### src/rtl/morse_tx_engine.sv
`default_nettype none
// ============================================================================
// morse_tx_engine : ASCII character FIFO feeding a ROM-driven Morse keyer.
// Optional pause input enabled by defining MORSE_PAUSE_EN.   Rev 1.0
// ============================================================================
module morse_tx_engine #(
  parameter int UNIT_CYCLES = 5000000,
  parameter int FIFO_DEPTH  = 16,
  parameter int CODE_WIDTH  = 16
) (
  input  logic                          clk,
  input  logic                          rst,
  input  logic                          in_valid,
  input  logic [7:0]                    in_data,
  output logic                          in_ready,
  output logic [7:0]                    rom_addr,
  input  logic [CODE_WIDTH-1:0]         rom_data,
  output logic                          key,
  output logic                          busy,
  output logic [$clog2(FIFO_DEPTH):0]   fifo_count,
  output logic                          ovf
`ifdef MORSE_PAUSE_EN
  ,
  input  logic                          pause
`endif
);

  localparam int AW = $clog2(FIFO_DEPTH);
  localparam int TW = $clog2(7 * UNIT_CYCLES);
  localparam logic [TW-1:0] T_1U = TW'(UNIT_CYCLES - 1);
  localparam logic [TW-1:0] T_3U = TW'(3 * UNIT_CYCLES - 1);
  localparam logic [TW-1:0] T_7U = TW'(7 * UNIT_CYCLES - 1);
  localparam logic [AW:0]   FULL_COUNT = (AW + 1)'(FIFO_DEPTH);

  typedef enum logic [2:0] {
    IDLE     = 3'd0,
    FETCH    = 3'd1,
    LOAD     = 3'd2,
    MARK     = 3'd3,
    SPACE    = 3'd4,
    CHAR_GAP = 3'd5,
    WORD_GAP = 3'd6
  } state_t;

  logic [7:0]    mem [FIFO_DEPTH];
  logic [AW-1:0] wr_ptr;
  logic [AW-1:0] rd_ptr;
  logic [AW:0]   count;
  logic          full;
  logic          empty;
  logic          push;
  logic          pop;
  logic          run;

  state_t        state;
  state_t        state_nxt;
  logic [TW-1:0] timer;
  logic [TW-1:0] timer_nxt;
  logic          timer_done;
  logic [11:0]   shift;
  logic [11:0]   shift_nxt;
  logic [3:0]    left;
  logic [3:0]    left_nxt;
  logic [3:0]    raw_len;
  logic [3:0]    len;

`ifdef MORSE_PAUSE_EN
  assign run = ~pause;
`else
  assign run = 1'b1;
`endif

  assign full       = (count == FULL_COUNT);
  assign empty      = (count == '0);
  assign in_ready   = ~full;
  assign push       = in_valid & ~full;
  assign fifo_count = count;
  assign busy       = (state != IDLE) || !empty;

  always_ff @(posedge clk) begin
    if (rst) begin
      wr_ptr <= '0;
      rd_ptr <= '0;
      count  <= '0;
      ovf    <= 1'b0;
    end else begin
      if (push) wr_ptr <= wr_ptr + 1'b1;
      if (pop)  rd_ptr <= rd_ptr + 1'b1;
      case ({push, pop})
        2'b10:   count <= count + 1'b1;
        2'b01:   count <= count - 1'b1;
        default: count <= count;
      endcase
      // Sticky until reset; the offered character is simply dropped.
      if (in_valid && full) ovf <= 1'b1;
    end
  end

  always_ff @(posedge clk) begin
    if (push) mem[wr_ptr] <= in_data;
  end

  assign raw_len    = rom_data[15:12];
  assign len        = (raw_len > 4'd12) ? 4'd12 : raw_len;
  assign timer_done = (timer == '0);

  always_comb begin
    state_nxt = state;
    shift_nxt = shift;
    left_nxt  = left;
    pop       = 1'b0;
    if (run) begin
      case (state)
        IDLE: begin
          if (!empty) begin
            pop       = 1'b1;
            state_nxt = FETCH;
          end
        end
        FETCH: state_nxt = LOAD;
        LOAD: begin
          if (len == 4'd0) begin
            state_nxt = WORD_GAP;
          end else begin
            state_nxt = MARK;
            shift_nxt = rom_data[11:0];
            left_nxt  = len;
          end
        end
        MARK: begin
          if (timer_done) begin
            shift_nxt = {shift[10:0], 1'b0};
            left_nxt  = left - 1'b1;
            state_nxt = (left > 4'd1) ? SPACE : CHAR_GAP;
          end
        end
        SPACE:    if (timer_done) state_nxt = MARK;
        CHAR_GAP: if (timer_done) state_nxt = IDLE;
        WORD_GAP: if (timer_done) state_nxt = IDLE;
        default:  state_nxt = IDLE;
      endcase
    end
  end

  // Timer is reloaded on every state entry, so each state's length is its load value + 1.
  always_comb begin
    timer_nxt = timer;
    if (state_nxt != state) begin
      case (state_nxt)
        MARK:     timer_nxt = shift_nxt[11] ? T_3U : T_1U;
        SPACE:    timer_nxt = T_1U;
        CHAR_GAP: timer_nxt = T_3U;
        WORD_GAP: timer_nxt = T_7U;
        default:  timer_nxt = '0;
      endcase
    end else if (run && !timer_done) begin
      timer_nxt = timer - 1'b1;
    end
  end

  always_ff @(posedge clk) begin
    if (rst) begin
      state    <= IDLE;
      timer    <= '0;
      shift    <= '0;
      left     <= '0;
      key      <= 1'b0;
      rom_addr <= '0;
    end else begin
      state <= state_nxt;
      timer <= timer_nxt;
      shift <= shift_nxt;
      left  <= left_nxt;
      key   <= (state_nxt == MARK);
      if (pop) rom_addr <= mem[rd_ptr];
    end
  end

endmodule
`default_nettype wire
### config.mk
export PLATFORM = sky130hd
export DESIGN_NAME = morse_tx_engine
export DESIGN_NICKNAME = d
export VERILOG_FILES = /design/src/rtl/morse_tx_engine.sv
export SDC_FILE = /design/constraint.sdc
export NUM_CORES = 1
export LEC_CHECK = 0
export CAP_MARGIN = 10
export CORE_UTILIZATION = 41
export CTS_BUF_LIST = sky130_fd_sc_hd__clkbuf_8
export DETAILED_ROUTE_END_ITERATION = 8
export GPL_TIMING_DRIVEN = 0
export PLACE_DENSITY = 0.58
export SLEW_MARGIN = 40
export SYNTH_ARGS = -nofsm -noshare
export SYNTH_HDL_FRONTEND = slang
export SYNTH_SLANG_ARGS = --single-unit
### constraint.sdc
create_clock -name clk -period 6.04 [get_ports clk]
set_clock_uncertainty 0.15 [all_clocks]
set_input_delay 1.51 -clock clk [delete_from_list [all_inputs] [get_ports clk]]
set_output_delay 1.51 -clock clk [all_outputs]
set_load 0.03 [all_outputs]
Word level (Yosys, flattened, before mapping)
Memories as Yosys holds them, arrays and structs flattened. A register that Yosys moved wholly into a read port is not among the register bits. Cells that the tools add are included.

Register bits after elaboration: 60. Latch bits: 0. Bits in writable memories: 128. Bits in read-only memories: 0. Bits of input ports: 27. Output and inout port bits: 17. Logic and storage cells: 73. Memories: 1.

Memories: mem (words 16, width 8, rd ports 1, clocked after memory_dff 1, write ports 1, line 45) `logic [7:0] mem [FIFO_DEPTH];`.

Add/subtract/negate cells: 6. Multiply operators: 0. Div/mod/pow operators: 0. $lt $le $gt $ge: 2. Equality and inequality tests: 17. Shift-type cells: 0. Mux-type cells: 23. Bitwise gates (word level): 2. Reduce and logical (&&, ||, !) cells: 12.

Operators by type and width (number): case mux 26 bit (4 select lines) (1); 2-to-1 mux 26 bit (2); logical NOT 26 bit (1); subtractor 26 x 1 -> 26 bit, second input constant (1); 2-to-1 mux 12 bit (2); 2-to-1 mux 24 bit (1); case mux 12 bit (2 select lines) (1); equality test 3 bit, second input constant (6); case mux 3 bit (6 select lines) (1); 2-to-1 mux 3 bit (5); 2-to-1 mux 4 bit (3); case mux 5 bit (2 select lines) (1); equality test 3 x 2 -> 1 bit, second input constant (3); adder 4 x 1 -> 4 bit, second input constant (2); case mux 4 bit (2 select lines) (1); adder 5 x 1 -> 5 bit, second input constant (1); equality test 5 bit, second input constant (1); logical NOT 5 bit (1); 2-to-1 mux 1 bit (5); subtractor 5 x 1 -> 5 bit, second input constant (1); > comparator 4 x 1 -> 1 bit, second input constant (1); > comparator 4 bit, second input constant (1); logical NOT 4 bit (1); != test 2 bit, second input constant (2); other kinds (16) (17).

Longest topological paths before layout
Depth in word-level cells: 8. Gate-level depth with buffers: 15. Depth with buffers taken out: 13.

Worst setup path before layout
No wires, ideal clock.

Path kind: input port to flip-flop. From: input port in_valid. To: register count[4] (netlist: fifo_count[4]). Library setup time: 70 ps. Arrival time: 3316 ps. Data required time: 5820 ps. Path slack: 2504 ps. Stages: 10. Buffers on the path: 1. Cells stage by stage: and2_1 clkbuf_1 inv_1 ha_1 ha_1 a21o_1 a21oi_1 xnor2_1 or3_1 a21oi_1.

Longest elaborated chain between the ends: 3. Elaborated cells between the ends (all ways): 5. Those cells by class: 2 x eq/ne; 1 x mux; 1 x bitwise; 1 x reduce/logical.

RTL lines: from (decl) (line 13) `input logic in_valid,`; AND 1 bit (*) (line 76) `assign push = in_valid & ~full;`; equality test 2 x 1 -> 1 bit / equality test 2 bit (equally long branches) (line 89) `case ({push, pop})`; case mux 5 bit (2 select lines) / nonzero test 2 bit (equally long branches); to (signal assigned) (line 90) `2'b10: count <= count + 1'b1;`; to (signal assigned) (line 91) `2'b01: count <= count - 1'b1;`; to (signal assigned) (line 92) `default: count <= count;`; to (decl) (line 48) `logic [AW:0] count;`.

Mark *: on every way between the ends. The rest lies on a longest branch, timed or not. A chain may end at the register's enable or synchronous reset.

Worst setup path after layout
From: register count[0] (netlist: fifo_count[0]). To: output port busy.

Longest elaborated chain between the ends: 3.

RTL lines: logical NOT 5 bit (line 74) `assign empty = (count == '0);`; logical NOT 1 bit; logical OR 1 bit (line 78) `assign busy = (state != IDLE) || !empty;`; to (decl) (line 19) `output logic busy,`.

Every way passes these cells.

==> impl_metrics.toml <==
[finish]
area_delta_synth_final_pct = 14.14
fin_area_sq_um = 9513
antenna_cells = 0
stdcell_count = 967
final_util_pct = 48.25
drive_gt1_share_pct = 13.96
final_nets = 730

[setup_path]
worstReg2RegEnd = "fifo_count[4]"
timing.setup.critical_path_class = "reg -> out"
end_kind = "output port"
rrSetupSlack_ps = 2560
critPathRequiredTime_ps = 4380
arrival_ps = 2530
start_kind = "flop"
r2r-start = "state[0]"
path_max_fanout = 5
reg2reg_depth = 15

[yosys]
synth-edff-count = 128
synthFlopType = "edfxtp_1"
muxShareOfSynthArea_pct = 10.93
synthAdderAreaFrac_pct = 2.162
ys_seq_area_share_pct = 62.45
syn_area_sq_um = 8334
synth_area_leader_cell = "edfxtp_1"
synth_top_area_share_pct = 46.12
synthSimpleGateAreaFrac_pct = 10.52
synth_cell_types = 55
ys_warn_count = 0
async_flop_share_pct = 0
synth_seq_cells = 196
synth_compound_area_share_pct = 8.362
avgSynthCellArea_sq_um = 13.27
netlist_instances = 628
synthXorXnorAreaFrac_pct = 3.048
synth_top_family_by_area = "multiplexers"
synth_common_cells = "edfxtp_1, dfxtp_1, nor2_1, nand2_1, a21oi_1"
synth_most_common_cell = "edfxtp_1"
synth_top_cells_by_area = "edfxtp_1, dfxtp_1, mux4_2"
syn-num-nets = 668

[floorplanning]
start_util_pct = 42.27
die_h_microns = 144.6
rows = 51
ios = 44
die_w_microns = 144.6
die_area_sq_um = 20900
core_area_sq_um = 19720

[clock_tree]
clk_pin_slew_ps = 100
cts.sinks = 196
cts_tree = "built"
ctsHoldBuffers = 0
insertion_delay_ps = 470
cts_made_buffers = 17
clock-root-buffer = "clkbuf_8"
cts_htree_levels = 4
post_cts_buffers = 0
clockBufferDepth = 2
cts_resized = 0

[power_and_ir_drop]
p_per_area_nw_per_um2 = 440.6
power_switching_mw = 1.619
p_total_mw = 4.192
p_sw_share_pct = 38.63
p_int_mw = 2.573
p_clk_share_pct = 19.4
p_leak_nw = 3.080
share_seq_of_total_power_pct = 40.4
irDropWorstVdd_mv = 0.1752
combPwrFrac_pct = 40.1

[grt]
grt_max_degree = 20
grt_pass1_wl_mm = 29.15
grt_usage_pct = 19.24
grt_pass1_vias = 5341
antenna_found_initial = 0
grt_overflow = 0

[route]
drc = 0
ant_nets = 0
drtIter0Drc = 391
wl_mm = 18.64
vias = 5307
drt-wirelength-per-cell_microns = 19.28
drt_pre_antenna_iters = 4
routed_via_density = 5.488

[timing]
setup_ws_ps = 1849
fin_crit_ps = 4191
min_period_over_period_pct = 69.39
fin_setup_tns_ps = 0
finalHoldViolCount = 0
tightest_slew_ps = 806.7
fmax_mhz = 238.6
setup_violations = 0
rsz0062_at_grt = "no"
drv_slew = 0
timing.slew.headroom_pct = 46.02
hold_ws_ps = 313.0

[min_path]
hold_end = "shift[7]"
min_delay_path_depth = 2
hold_path.class = "reg -> reg"
hp-start = "shift[7]"

[placement]
gp_congestion = 0.8518
place_area_sq_um = 9119
numPortBuffers = 43
detailed_place_hpwl_mm = 12.82
dp.cells = 936
pre_cts_ws_ps = 1558

[outcome]
outcome = "completed"

[run]
maxCapViolCount = 0
[worst max-delay path, cell delays in order, from the launching register on]
cell and delay [ps]:
dfxtp_1 380, nor4_1 480, nand2b_1 230, nor2b_1 320, inv_1 70, clkdlybuf4s50_1 600
[power groups by stage]
stage	Combinational, mW	Sequential [mW]	Clock [mW]
2_1_floorplan	1.14	1.77	0
3_3_place_gp	1.65	1.71	0
3_5_place_dp	1.68	1.72	0
4_1_cts	1.69	1.69	0.835
5_1_grt	1.86	1.72	0.886
6_report	1.68	1.70	0.815
[how the worst max path moves through the flow]
| stage | from | endpoint | slack (ps) | cells after the start |
|---|---|---|---|---|
| 6_report | fifo_count[0] | busy | 1850 | 5 |
| 3_3_place_gp | rom_data[14] | shift[1] | 1600 | 8 |
| 3_5_place_dp | rom_data[14] | shift[8] | 1560 | 8 |
| 5_1_grt | fifo_count[0] | busy | 1580 | 5 |
| 4_1_cts | fifo_count[0] | busy | 1770 | 5 |
| 2_1_floorplan | in_valid | fifo_count[4] | 2500 | 10 |
[metal layers]
metal	global-route usage [%]	vias up	wire length [microns]
met4	5.429	0	182
met3	3.907	14	891
met1	25.51	2668	8527
met2	31.93	144	9039
li1	-	2481	-
met5	0	-	0
[sequential cells by signal, indices dropped and copies added (netlist names), 3 cells and up]
name        flops
mem           128
timer          26
state           3
fifo_count      5
wr_ptr          4
rom_addr        8
shift          12
left            4
rd_ptr          4
[layout make-up]
class,instances,area (sq um)
Fill cell,1713,10200
Sequential cell,196,5205
Multi-Input combinational cell,378,2955
Timing Repair Buffer,43,430.4
Tap cell,265,331.6
Clock buffer,17,234.0
Buffer,36,146.4
Clock inverter,14,142.6
Inverter,18,67.56
[cells by family (layout without fill, tap and decap cells)]
kind of cell | after synthesis | after routing
compound gates | 111 | 111
fa+ha+maj | 14 | 14
xor+xnor | 29 | 29
mux | 41 | 41
flops | 196 | 196
buf+inv | 54 | 128
simple gates | 183 | 183
[layout by cell type (no fill, tap or decap), types with 18 or more instances in the layout]
cell,instances
a21oi_1,43
clkbuf_1,26
clkdlybuf4s50_1,43
dfxtp_1,68
edfxtp_1,128
inv_1,18
mux4_2,40
nand2_1,47
nor2_1,61
xnor2_1,18
No activity file was read; power rests on OpenSTA's default activity.
==> variant: new RTL, same settings <==
The 7 states of `state_t` get a Gray code encoding in 3 bits.
--- a/src/rtl/morse_tx_engine.sv
+++ b/src/rtl/morse_tx_engine.sv
@@ -35,9 +35,9 @@
   typedef enum logic [2:0] {
-    IDLE     = 3'd0,
-    FETCH    = 3'd1,
-    LOAD     = 3'd2,
-    MARK     = 3'd3,
-    SPACE    = 3'd4,
-    CHAR_GAP = 3'd5,
-    WORD_GAP = 3'd6
+    IDLE     = 3'b000,
+    FETCH    = 3'b001,
+    LOAD     = 3'b011,
+    MARK     = 3'b010,
+    SPACE    = 3'b110,
+    CHAR_GAP = 3'b111,
+    WORD_GAP = 3'b101
   } state_t;
Function: no difference found for any inputs over 10 cycles, from zero or initial values and one cycle with rst high; not proved beyond that.
==> variant against the unedited design <==
- synthesized area down 0.72%
- synthesized cell count down 2.5%
- cell area down 0.25%
- core utilization about the same
- wire length down 1.3%
- worst setup slack worse by 0.083 ns
- fmax down 2.0%
- total power down 2.0%
- sequential cell count unchanged
- largest power group unchanged
==> variant: results (changes against the unedited design) <==
- First-pass iteration count of the detailed router: 5 (was 4)
- Number of buffers added on ports: 42 (was 43)
- Total track usage: 18.9% (was 19.2%)
- Internal cell power: 2.58 mW (was 2.57 mW)
- Instance area after placement: 9050 um2 (was 9120 um2)
- Half-perimeter wire length after detailed placement: 12.8 mm (about the same)
- Post-placement cell count: 919 (was 936)
- Worst slack at placement: 1.73 ns (was 1.56 ns)
- Met3 track demand over resource in global routing: 3.71% (was 3.91%)
- Sequential area share after synthesis: 62.9% (was 62.5%)
- Transition time at the pin with the least slew margin: 0.790 ns (was 0.807 ns)
- Arrival time of data at the critical path endpoint: 2.61 ns (was 2.53 ns)
- Met2 Routed Length: 9.39 mm (was 9.04 mm)
- Total routed wirelength: 18.4 mm (was 18.6 mm)
- Cells after Synth: 612 (was 628)
- Leak: 3.10 nW (was 3.08 nW)
- GR Layer Usage met1: 23.3% (was 25.5%)
- Via/cell ratio: 5.42 (was 5.49)
- Total nets after synthesis: 652 (was 668)
- Outcome: completed (unchanged)
- Iteration-0 DRC Markers: 302 (was 391)
- Layout Nets: 713 (was 730)
- Met3 Routed Length: 660 um (was 891 um)
- Post-route met1 wirelength: 7.90 mm (was 8.53 mm)
- Wire length of the first global-routing pass: 28.3 mm (was 29.2 mm)
- Global routing met2 resource utilization: 32.5% (was 31.9%)
variant: logic make-up after synthesis:
kind of cell | Yosys count | share of synthesized area, %
fa+ha+maj | 13 | 2.06
compound gates | 94 | 7.39
mux | 42 | 11.1
flops | 196 | 62.9
buf+inv | 48 | 2.22
simple gates | 187 | 10.9
xor+xnor | 32 | 3.39
variant: power groups by stage:
stage | Clock, mW | Sequential [mW] | Combinational (mW)
CTS | 0.905 | 1.68 | 1.55
global placement | 0 | 1.70 | 1.51
floorplan | 0 | 1.76 | 1.02
detailed placement | 0 | 1.71 | 1.54
finish | 0.886 | 1.68 | 1.54
global route | 0.956 | 1.70 | 1.69
variant: critical path: cells and delay by family, from the launching register on:
family	cells	cell delay, ns
buffers and inverters	2	0.73
flip-flops	1	0.36
AND/OR/NAND/NOR	3	1.06
variant: area by class of cell:
class / count / area (um2) / area share (%)
inverter: 17 / 63.8 / 0.672
multi-input combinational: 368 / 2920 / 30.8
clock inverter: 15 / 185 / 1.95
timing repair buffer: 42 / 420 / 4.43
tap: 265 / 332 / 3.49
buffer: 31 / 125 / 1.32
sequential: 196 / 5200 / 54.9
clock buffer: 17 / 234 / 2.47
variant: final timing paths:
path,slack (ns),cells after the start,end,from
hold reg to reg,0.31,2,shift[5]$_SDFFE_PP0P_,shift[5]$_SDFFE_PP0P_
setup reg to reg,2.39,12,fifo_count[4]$_SDFFE_PP0P_,fifo_count[0]$_SDFFE_PP0P_
hold / removal,0.31,2,shift[5]$_SDFFE_PP0P_,shift[5]$_SDFFE_PP0P_
setup / recovery,1.77,5,busy,fifo_count[0]$_SDFFE_PP0P_
